===== src/rtl/mem_port_arbiter.sv =====
// ---------------------------------------------------------------------------
// mem_port_arbiter
//
// Shares one single-ported, synchronous-read memory (read data on Q one
// cycle after the address) between the instruction-fetch unit and the data
// load/store unit. At most one access is issued per cycle. Data accesses win
// contention by default. A starvation counter forces a fetch grant after
// STARVE_MAX consecutive denied fetch cycles.
//
// Read responses come back with a registered valid to the port that issued
// them. Between responses each port's rdata holds the last word it received.
//
// Parameters
//   ADDR        word-address width
//   WORD        data width
//   STARVE_MAX  denied fetch cycles tolerated before fetch is forced to win;
//               0 means fetch always wins ties
//
// Ports
//   clk, rst      rising-edge clock, synchronous active-low reset
//   if_req_i      fetch read request (held with if_addr_i until granted)
//   if_addr_i     fetch address
//   if_gnt_o      fetch request accepted this cycle
//   if_stall_o    fetch requesting but not granted
//   if_rvalid_o   fetch read data valid
//   if_rdata_o    fetch read data
//   d_req_i       data request (held with its fields until granted)
//   d_we_i        1 = write, 0 = read
//   d_addr_i      data address
//   d_wdata_i     data write data
//   d_gnt_o       data request accepted this cycle
//   d_rvalid_o    data read data valid (reads only)
//   d_rdata_o     data read data
//   mem_a_o       memory address
//   mem_w_o       memory write enable
//   mem_d_o       memory write data
//   mem_q_i       memory read data, valid one cycle after the address
// ---------------------------------------------------------------------------
module mem_port_arbiter #(
  parameter int ADDR       = 16,
  parameter int WORD       = 32,
  parameter int STARVE_MAX = 4
) (
  input  logic            clk,
  input  logic            rst,

  input  logic            if_req_i,
  input  logic [ADDR-1:0] if_addr_i,
  output logic            if_gnt_o,
  output logic            if_stall_o,
  output logic            if_rvalid_o,
  output logic [WORD-1:0] if_rdata_o,

  input  logic            d_req_i,
  input  logic            d_we_i,
  input  logic [ADDR-1:0] d_addr_i,
  input  logic [WORD-1:0] d_wdata_i,
  output logic            d_gnt_o,
  output logic            d_rvalid_o,
  output logic [WORD-1:0] d_rdata_o,

  output logic [ADDR-1:0] mem_a_o,
  output logic            mem_w_o,
  output logic [WORD-1:0] mem_d_o,
  input  logic [WORD-1:0] mem_q_i
);

  // With STARVE_MAX = 0 the counter never leaves zero, but it still needs
  // at least one bit to be a legal vector.
  localparam int CW = (STARVE_MAX > 0) ? $clog2(STARVE_MAX + 1) : 1;
  localparam logic [CW-1:0] CNT_MAX = CW'(STARVE_MAX);

  logic [CW-1:0]   starve_cnt_q, starve_cnt_d;
  logic            if_rvalid_q,  if_rvalid_d;
  logic            d_rvalid_q,   d_rvalid_d;
  logic [WORD-1:0] if_hold_q,    if_hold_d;
  logic [WORD-1:0] d_hold_q,     d_hold_d;

  logic            fetch_forced;
  logic            if_gnt;
  logic            d_gnt;

  // Grant decision. Nothing is granted while reset is held, so no write can
  // reach the memory during reset. When both ports request, fetch only wins
  // once it has been denied STARVE_MAX cycles in a row.
  always_comb begin
    if_gnt       = 1'b0;
    d_gnt        = 1'b0;
    fetch_forced = (starve_cnt_q == CNT_MAX);
    if (rst) begin
      if (if_req_i && d_req_i) begin
        if (fetch_forced) begin
          if_gnt = 1'b1;
        end else begin
          d_gnt = 1'b1;
        end
      end else if (if_req_i) begin
        if_gnt = 1'b1;
      end else if (d_req_i) begin
        d_gnt = 1'b1;
      end
    end
  end

  // Memory drive. Write data is passed straight through; it only matters
  // when the data port holds the grant with a write.
  always_comb begin
    mem_a_o = if_addr_i;
    mem_w_o = 1'b0;
    mem_d_o = d_wdata_i;
    if (d_gnt) begin
      mem_a_o = d_addr_i;
      mem_w_o = d_we_i;
    end
  end

  // Starvation counter: counts consecutive cycles in which fetch asked and
  // was refused. Any fetch grant, or fetch withdrawing its request, clears it.
  always_comb begin
    starve_cnt_d = '0;
    if (if_req_i && !if_gnt) begin
      if (starve_cnt_q == CNT_MAX) begin
        starve_cnt_d = CNT_MAX;
      end else begin
        starve_cnt_d = starve_cnt_q + 1'b1;
      end
    end
  end

  // Response pipeline. The memory presents Q one cycle after the address, so
  // the valid is just the grant delayed by one cycle. Data writes have no
  // response. The hold registers remember the last delivered word so the
  // rdata outputs stay stable between responses.
  always_comb begin
    if_rvalid_d = if_gnt;
    d_rvalid_d  = d_gnt && !d_we_i;
    if_hold_d   = if_rvalid_q ? mem_q_i : if_hold_q;
    d_hold_d    = d_rvalid_q  ? mem_q_i : d_hold_q;
  end

  // State registers. Reset drops any response still in flight.
  always_ff @(posedge clk) begin
    if (!rst) begin
      starve_cnt_q <= '0;
      if_rvalid_q  <= 1'b0;
      d_rvalid_q   <= 1'b0;
      if_hold_q    <= '0;
      d_hold_q     <= '0;
    end else begin
      starve_cnt_q <= starve_cnt_d;
      if_rvalid_q  <= if_rvalid_d;
      d_rvalid_q   <= d_rvalid_d;
      if_hold_q    <= if_hold_d;
      d_hold_q     <= d_hold_d;
    end
  end

  assign if_gnt_o    = if_gnt;
  assign d_gnt_o     = d_gnt;
  assign if_stall_o  = if_req_i && !if_gnt;
  assign if_rvalid_o = if_rvalid_q;
  assign d_rvalid_o  = d_rvalid_q;

  // While a response is being delivered the memory output is forwarded
  // directly; otherwise the port sees its held word.
  assign if_rdata_o  = if_rvalid_q ? mem_q_i : if_hold_q;
  assign d_rdata_o   = d_rvalid_q  ? mem_q_i : d_hold_q;

endmodule


===== config.mk =====
export PLATFORM = sky130hd
export DESIGN_NAME = mem_port_arbiter
export DESIGN_NICKNAME = d
export VERILOG_FILES = /design/src/rtl/mem_port_arbiter.sv
export SDC_FILE = /design/constraint.sdc
export NUM_CORES = 1
export LEC_CHECK = 0
export CAP_MARGIN = 10
export CORE_MARGIN = 3
export CORE_UTILIZATION = 30
export DETAILED_ROUTE_END_ITERATION = 10
export PLACE_DENSITY_LB_ADDON = 0.15
export SYNTH_ARGS = -nofsm -noshare
export SYNTH_HDL_FRONTEND = slang
export SYNTH_SLANG_ARGS = --single-unit

===== constraint.sdc =====
create_clock -name clk -period 3.8 [get_ports clk]
set_clock_uncertainty 0.15 [all_clocks]
set_input_delay 0.57 -clock clk [delete_from_list [all_inputs] [get_ports clk]]
set_output_delay 0.57 -clock clk [all_outputs]
set_load 0.01 [all_outputs]

# Word-level counts from Yosys, hierarchy flattened
# Index checks and enable logic that the tools add are counted.
totals:
  regBits: 69
  latchBits: 0
  mem_bits_rw: 0
  romBits: 0
  elab_cells: 31
  n_memories: 0
op_classes:
  addsub: 1
  mul: 0
  div: 0
  magnitude_cmp: 0
  n_eq_ne: 1
  shift: 0
  n_mux: 14
  n_bitwise: 2
  n_reduce_logical: 7
ops:
  columns: ["op", "count"]
  rows:
  - ["2-to-1 mux 32 bit", 2]
  - ["2-to-1 mux 16 bit", 1]
  - ["2-to-1 mux 1 bit", 10]
  - ["adder 3 x 1 -> 3 bit, second input constant", 1]
  - ["equality test 3 bit, second input constant", 1]
  - ["logical AND 1 bit", 3]
  - ["2-to-1 mux 3 bit", 1]
  - ["OR reduction 3 bit", 1]
  - ["logical NOT 1 bit", 2]
  - ["inverter 1 bit", 2]
  - ["AND reduction 2 bit", 1]

# Logic depth before layout (Yosys ltp)
depth:
  depth_word: 8
  mapped_depth: 5
  mapped_depth_nobuf: 5

# Worst setup path before layout
# OpenSTA, ideal clock, no wires.
synth_timing:
  kind: "reg-to-output"
  startpoint: "reg starve_cnt_q[0]"
  endpoint: "out mem_a_o[0]"
  arrival_time_ns: 1.455
  path_slack_ns: 1.625
  stages_incl_launch_ff: 6
  n_path_buf: 1
  path_cell_list: "dfxtp_1 -> inv_1 -> ha_1 -> a31oi_4 -> buf_12 -> mux2_4"
synth_via:
  elab_chain_len: 5
synth_rtl:
  columns: ["item", "line_no", "text"]
  rows:
  - ["start: declaration", "73", "logic [CW-1:0] starve_cnt_q, starve_cnt_d;"]
  - ["start signal: assignment", "150", "starve_cnt_q <= starve_cnt_d;"]
  - ["equality test 3 bit", "89", "fetch_forced = (starve_cnt_q == CNT_MAX);"]
  - ["2-to-1 mux 1 bit", "92", "if (fetch_forced) begin"]
  - ["2-to-1 mux 1 bit", "91", "if (if_req_i && d_req_i) begin"]
  - ["2-to-1 mux 1 bit", "90", "if (rst) begin"]
  - ["named net d_gnt_o", "58", "output logic d_gnt_o,"]
  - ["2-to-1 mux 16 bit", "111", "if (d_gnt) begin"]
  - ["end: declaration", "62", "output logic [ADDR-1:0] mem_a_o,"]
# The timed path passes the listed nets, and every way through them passes these cells.

# Worst setup path in the final report
layout_timing:
  startpoint: "in d_req_i"
  endpoint: "out mem_a_o[8]"
layout_via:
  elab_chain_len: 5
  elab_cells_between_ends: 6
  cone_classes: "5 x mux; 1 x reduce/logical"
layout_rtl:
  columns: ["item", "line_no", "text"]
  rows:
  - ["start: declaration", "54", "input logic d_req_i,"]
  - ["2-to-1 mux 1 bit", "99", "end else if (d_req_i) begin"]
  - ["2-to-1 mux 1 bit", "97", "end else if (if_req_i) begin"]
  - ["2-to-1 mux 1 bit (*)", "91", null]
  - ["2-to-1 mux 1 bit (*)", "90", null]
  - ["2-to-1 mux 16 bit (*)", "111", null]
# Every way passes the cells marked *; elsewhere a longest branch is shown, timed or not.

==> results.sh <==
export IMPL_status="completed"
export IMPL_synthTopCellsByArea="dfxtp_1, mux2_2, and2_1"
export IMPL_viasPerCell=4.23
export IMPL_globalplace_congestion=0.731
export IMPL_drc=0
export IMPL_syn_cell_area_um2=3190
export IMPL_drive_above_1_share_pct=25.3
export IMPL_hold_viol=0
export IMPL_setup_tns_ns=0
export IMPL_grt_overflow_total=0
export IMPL_numPortBuffers=154
export IMPL_nets=505
export IMPL_slew_headroom_pct=41.2
export IMPL_design_core_area_um2=10000
export IMPL_clkLatencyLatePin_ns=0.33
export IMPL_reg2reg_slack_ns=2.04
export IMPL_crit_type="in2out"
export IMPL_clock_path_buffers=2
export IMPL_pwr_share_clk_pct=40.9
export IMPL_area_growth_pct=51.4
export IMPL_syn_instance_count=283
export IMPL_dp_cells=524
export IMPL_dp_hpwl_um=5580
export IMPL_clk_pin_slew_ns=0.08
export IMPL_ioPinCount=219
export IMPL_ant_nets=0
export IMPL_yosysUniqueCellTypes=18
export IMPL_cts_hold_fix_buffers=0
export IMPL_drtPass1Iterations=4
export IMPL_endpoint_kind="output pin"
export IMPL_tightestPinTransition_ns=0.883
export IMPL_rsz0062_at_grt="no"
export IMPL_finalCriticalPeriod_ns=3.21
export IMPL_r2r_end="d_hold_q[29]"
export IMPL_grt_pass1_vias=2383
export IMPL_ff2ff_path_depth=2
export IMPL_ys_seq_elements=69
export IMPL_synth_fp_nets=386
export IMPL_synth_compound_area_share_pct=1.14
export IMPL_cts_tree="built"
export IMPL_synthAdderAreaFrac_pct=0.785
export IMPL_dieWidth_um=109
export IMPL_crit_fanout=19
export IMPL_crit_required_ns=3.08
export IMPL_post_cts_resized=0
export IMPL_drtIter0Drc=25
export IMPL_power_density_nw_per_um2=379
export IMPL_routed_via_count=2285
export IMPL_synth_top_area_cell="dfxtp_1"
export IMPL_hp_start="starve_cnt_q[0]"
export IMPL_maxCapViolations=0
export IMPL_power_share_switching_pct=21.6
export IMPL_yosys_area_share_simple_pct=14.5
export IMPL_cts_buffers=9
export IMPL_synth_xor_area_share_pct=0
export IMPL_root_buffer="clkbuf_8"
export IMPL_post_cts_setup_buffer_count=0
export IMPL_min_path_cells=1
export IMPL_grt_max_degree=67
export IMPL_die_y_um=109
export IMPL_r2r_start="d_rvalid_o"
export IMPL_antenna_found_initial=0
export IMPL_cts_htree_levels=3
export IMPL_max_freq_mhz=312
export IMPL_final_cells=540
export IMPL_synth_top_family_by_area="multiplexers"
export IMPL_peakVddDrop_mv=0.183
export IMPL_synthDominantCellAreaShare_pct=43.3
export IMPL_arrival_ns=2.49
export IMPL_cell_internal_pwr_uw=1430
export IMPL_wl_um=7790
export IMPL_seq_power_share_pct=41.8
export IMPL_grtUsageTotal_pct=13.3
export IMPL_final_max_slew_viol_count=0
export IMPL_p_sw_uw=394
export IMPL_synthMuxAreaShare_pct=29.1
export IMPL_diodes=0
export IMPL_setup_viol=0
export IMPL_wl_per_cell_um=14.4
export IMPL_initial_core_util_pct=31.7
export IMPL_grt_pass1_wl_um=12200
export IMPL_fin_crit_sh_pct=84.5
export IMPL_worst_setup_path_start_kind="primary input"
export IMPL_ys_warn_count=0
export IMPL_synth_area_per_cell_um2=11.3
export IMPL_fp_row_count=36
export IMPL_clock_sinks=69
export IMPL_hold_path_endpoint="starve_cnt_q[0]"
export IMPL_die_area_um2=11900
export IMPL_holdCritPathClass="reg2reg"
export IMPL_combPwrFrac_pct=17.3
export IMPL_p_leak_uw=0.00192
export IMPL_yosysSeqAreaShare_pct=43.3
[critical path, stage by stage]
cell and delay, ns:
clkdlybuf4s50_1 0.54, nand2_2 0.08, a31oi_4 0.13, buf_4 0.30
mux2_2 0.37, clkdlybuf4s50_1 0.48
[layout make-up]
| cell class | count | area, µm² |
|---|---|---|
| clock buffers | 11 | 151 |
| clock inverters | 5 | 106 |
| fillers | 959 | 5220 |
| inverters | 4 | 15.0 |
| multi-input cells | 162 | 1450 |
| flip-flops and latches | 69 | 1380 |
| well taps | 133 | 166 |
| repair buffers | 156 | 1550 |
[per-layer routing]
layer | track usage [%] | part of all wire [%] | vias to the layer above
met4 | 4.96 | 1.2 | 0
met1 | 14.9 | 40 | 1053
met3 | 5.21 | 8.1 | 10
met2 | 22.5 | 51 | 83
li1 | - | - | 1139
met5 | 0 | 0 | -
[registers in the layout, summed over array words and instances, names as in the netlist]
register / flops
d_rvalid_o: 1
if_rvalid_o: 1
starve_cnt_q: 3
if_hold_q: 32
d_hold_q: 32
[stage by stage]
step                      total power [µW]  instance area [µm²]  util [%]  hold slack, ns  setup slack [ns]
final                                 1830                 4830      48.0           0.303             0.590
after global routing                  1920                 4830      48.0           0.333             0.502
after CTS                             1870                 4830      48.0           0.310             0.575
after detailed placement              1100                 4570      45.5           0.299             0.581
after global placement                1100                 4570      45.5           0.282             0.617
after floorplan                        942                 3190         -           0.267              1.63
[logic make-up after synthesis]
kind of cell	after synthesis
mux	80
simple gates	76
flops	69
buf+inv	52
compound gates	4
fa+ha+maj	2
[worst max path at each step]
stage	end	slack, ns	from
4_1_cts	mem_a_o[8]	0.58	d_req_i
5_1_grt	mem_a_o[11]	0.50	d_req_i
6_report	mem_a_o[8]	0.59	d_req_i
3_5_place_dp	mem_a_o[13]	0.58	d_req_i
3_3_place_gp	mem_a_o[13]	0.62	d_req_i
2_1_floorplan	mem_a_o[0]	1.63	starve_cnt_q[0]
[synthesized netlist by cell type]
cell type,count
buf_12,1
mux2_2,73
ha_1,2
nand2b_1,1
and2_1,65
mux2_4,7
buf_4,38
a31oi_4,1
inv_1,4
nor2b_1,2
nor2_1,3
nand2_2,1
clkbuf_1,9
nand3_1,1
a21oi_1,3
nor3b_1,1
nand2_1,2
dfxtp_1,69
[power groups by stage]
stage / Sequential (µW) / Clock (µW) / Combinational [µW]
6_report: 763 / 747 / 317
4_1_cts: 765 / 783 / 322
3_3_place_gp: 781 / 0 / 318
2_1_floorplan: 768 / 0 / 174
3_5_place_dp: 782 / 0 / 320
5_1_grt: 767 / 812 / 340
[placed cells by master, fill, tap and decap left out, types with 2 or more instances in the layout]
| master | n |
|---|---|
| a21oi_1 | 3 |
| and2_1 | 65 |
| buf_4 | 2 |
| bufinv_16 | 3 |
| clkbuf_8 | 11 |
| clkdlybuf4s50_1 | 153 |
| dfxtp_1 | 67 |
| dfxtp_2 | 2 |
| ha_1 | 2 |
| inv_1 | 4 |
| mux2_2 | 73 |
| mux2_4 | 7 |
| nand2_1 | 2 |
| nor2_1 | 3 |
| nor2b_1 | 2 |
No activity file was read; power rests on OpenSTA's default activity.
==> edit (same settings) <==
`WORD`: 32 -> 64.
--- a/src/rtl/mem_port_arbiter.sv
+++ b/src/rtl/mem_port_arbiter.sv
@@ -40,3 +40,3 @@
   parameter int ADDR       = 16,
-  parameter int WORD       = 32,
+  parameter int WORD       = 64,
   parameter int STARVE_MAX = 4
Ports: changed (5 resized); port bits go from 219 to 379. No check against the original RTL was run, so the function may have changed too.
==> edit against the original RTL <==
- sequential cell count is 64 higher
- synthesized area up 83%
- power grew 100%
- routed wire length increased by 130%
- critical endpoint is now mem_a_o[12]
- cell area increased by 81%
- count of clock-buffer cells in the layout grew 7
- synthesized cell count rose by 84%
- register-to-register slack better by 0.05 ns
- die area increased by 78%
- setup slack worse by 0.15 ns
==> edit: results (changes against the original RTL) <==
status completed; Yosys reg bits 133 (+93%); Crit-path slowest cell a31oi_4; HP Start starve_cnt_q[0]; first-pass GRT wire length 27130 um (+120%); net switching power 835.8 uW (+110%); share of layout cells above drive strength 1 0.2482 (-0.004824); final-layout clock buffer total 18 (+7); IO Port Bufs 250 (+62%); measured slew at the worst slew-check pin 1.005 ns (+0.1226 ns); Post-Syn Nets 687 (+78%); gr usage total 0.1643 (+0.03184); Layout clock area frac 0.07133 (+0.01792); Non-Clock Buffer Count 255 (+63%); clock-net power 1.72 mW (+130%); final wirelength 17700 um (+130%); Cell Area, Placed 0.008097 sq mm (+77%); Die W 145.5 um (+33%); multi-input gates 290 (+79%); DRT iter0 DRCs 86 (+240%); vias in the first global route 4616 (+94%); maximum vdd drop 0.2602 mV (+42%); Seq/total area 0.3057 (+0.01893); Reg2Reg Depth 3 (+1); Critical Path Fanout Max 19 (unchanged); top post-synthesis cells by area dfxtp_1 46%, mux2_2 26%, and2_1 14%; CTS clk-pin slew, worst paths 0.06 ns (-0.02 ns); RD Place Congestion 0.9025 (+23%); # fillers 1766 (+84%); mux share of post-synthesis cell area 0.2779 (-0.01306); buffering overhead 0.2922 (-0.02930); synth unique cells 18 (unchanged); Leak Pwr 3.463 nW (+80%); fraction of area in multi-input gates 0.2918 (-0.008989); Critical Path AT 2.64 ns (+0.15 ns); sequential share of power 0.390 (-0.028); most frequent cells after synthesis 137 x mux2_2, 133 x dfxtp_1, 129 x and2_1; crit path to mem_a_o[12]; Register-to-Register Setup Slack 2.09 ns (+0.05 ns); hpwl dp 13360 um (+140%); biggest registers after layout d_hold_q (64), if_hold_q (64), starve_cnt_q (3); routed vias/inst 4.329 (+2.3%); Final #Nets 868 (+72%); CTS Buf Count 17 (+8); register area share after synthesis 0.4563 (+0.02281); CTS Root Cell clkbuf_16; compound-cell area share of the yosys netlist 0.006218 (-0.005168); pre-CTS setup slack 0.4463 ns (-0.1345 ns); Inverters 4 (unchanged); largest net degree at the start of global routing 130 (+94%); H-tree levels 4 (+1); register area 0.002665 sq mm (+93%); Clk Latency, worst-skew pair 0.41 ns (+0.08 ns); Critical R2R Launch if_rvalid_o
edit: cell types whose count changed in the layout (fill, tap and decap cells not counted), moves of 7 or more:
cell	change
and2_1	+64
clkbuf_16	+17
clkbuf_8	-10
clkdlybuf4s50_1	+96
dfxtp_1	+64
mux2_1	+7
mux2_2	+64
mux2_4	-7
edit: metrics by stage:
stage | power, mW | std cells | hold WS (ns)
finish | 3.733 | 973 | 0.3062
global placement | 2.042 | 942 | 0.2788
CTS | 3.797 | 973 | 0.2871
global route | 3.887 | 973 | 0.3108
detailed placement | 2.048 | 942 | 0.3067
floorplan | 1.779 | 520 | 0.2673
edit: layer usage:
| layer | vias up | global-route usage | share of wire |
|---|---|---|---|
| li1 | 2003 | - | - |
| met1 | 1974 | 0.1574 | 0.35 |
| met3 | 19 | 0.06883 | 0.090 |
| met2 | 216 | 0.3115 | 0.54 |
| met4 | 0 | 0.06220 | 0.021 |
| met5 | - | 0 | 0 |
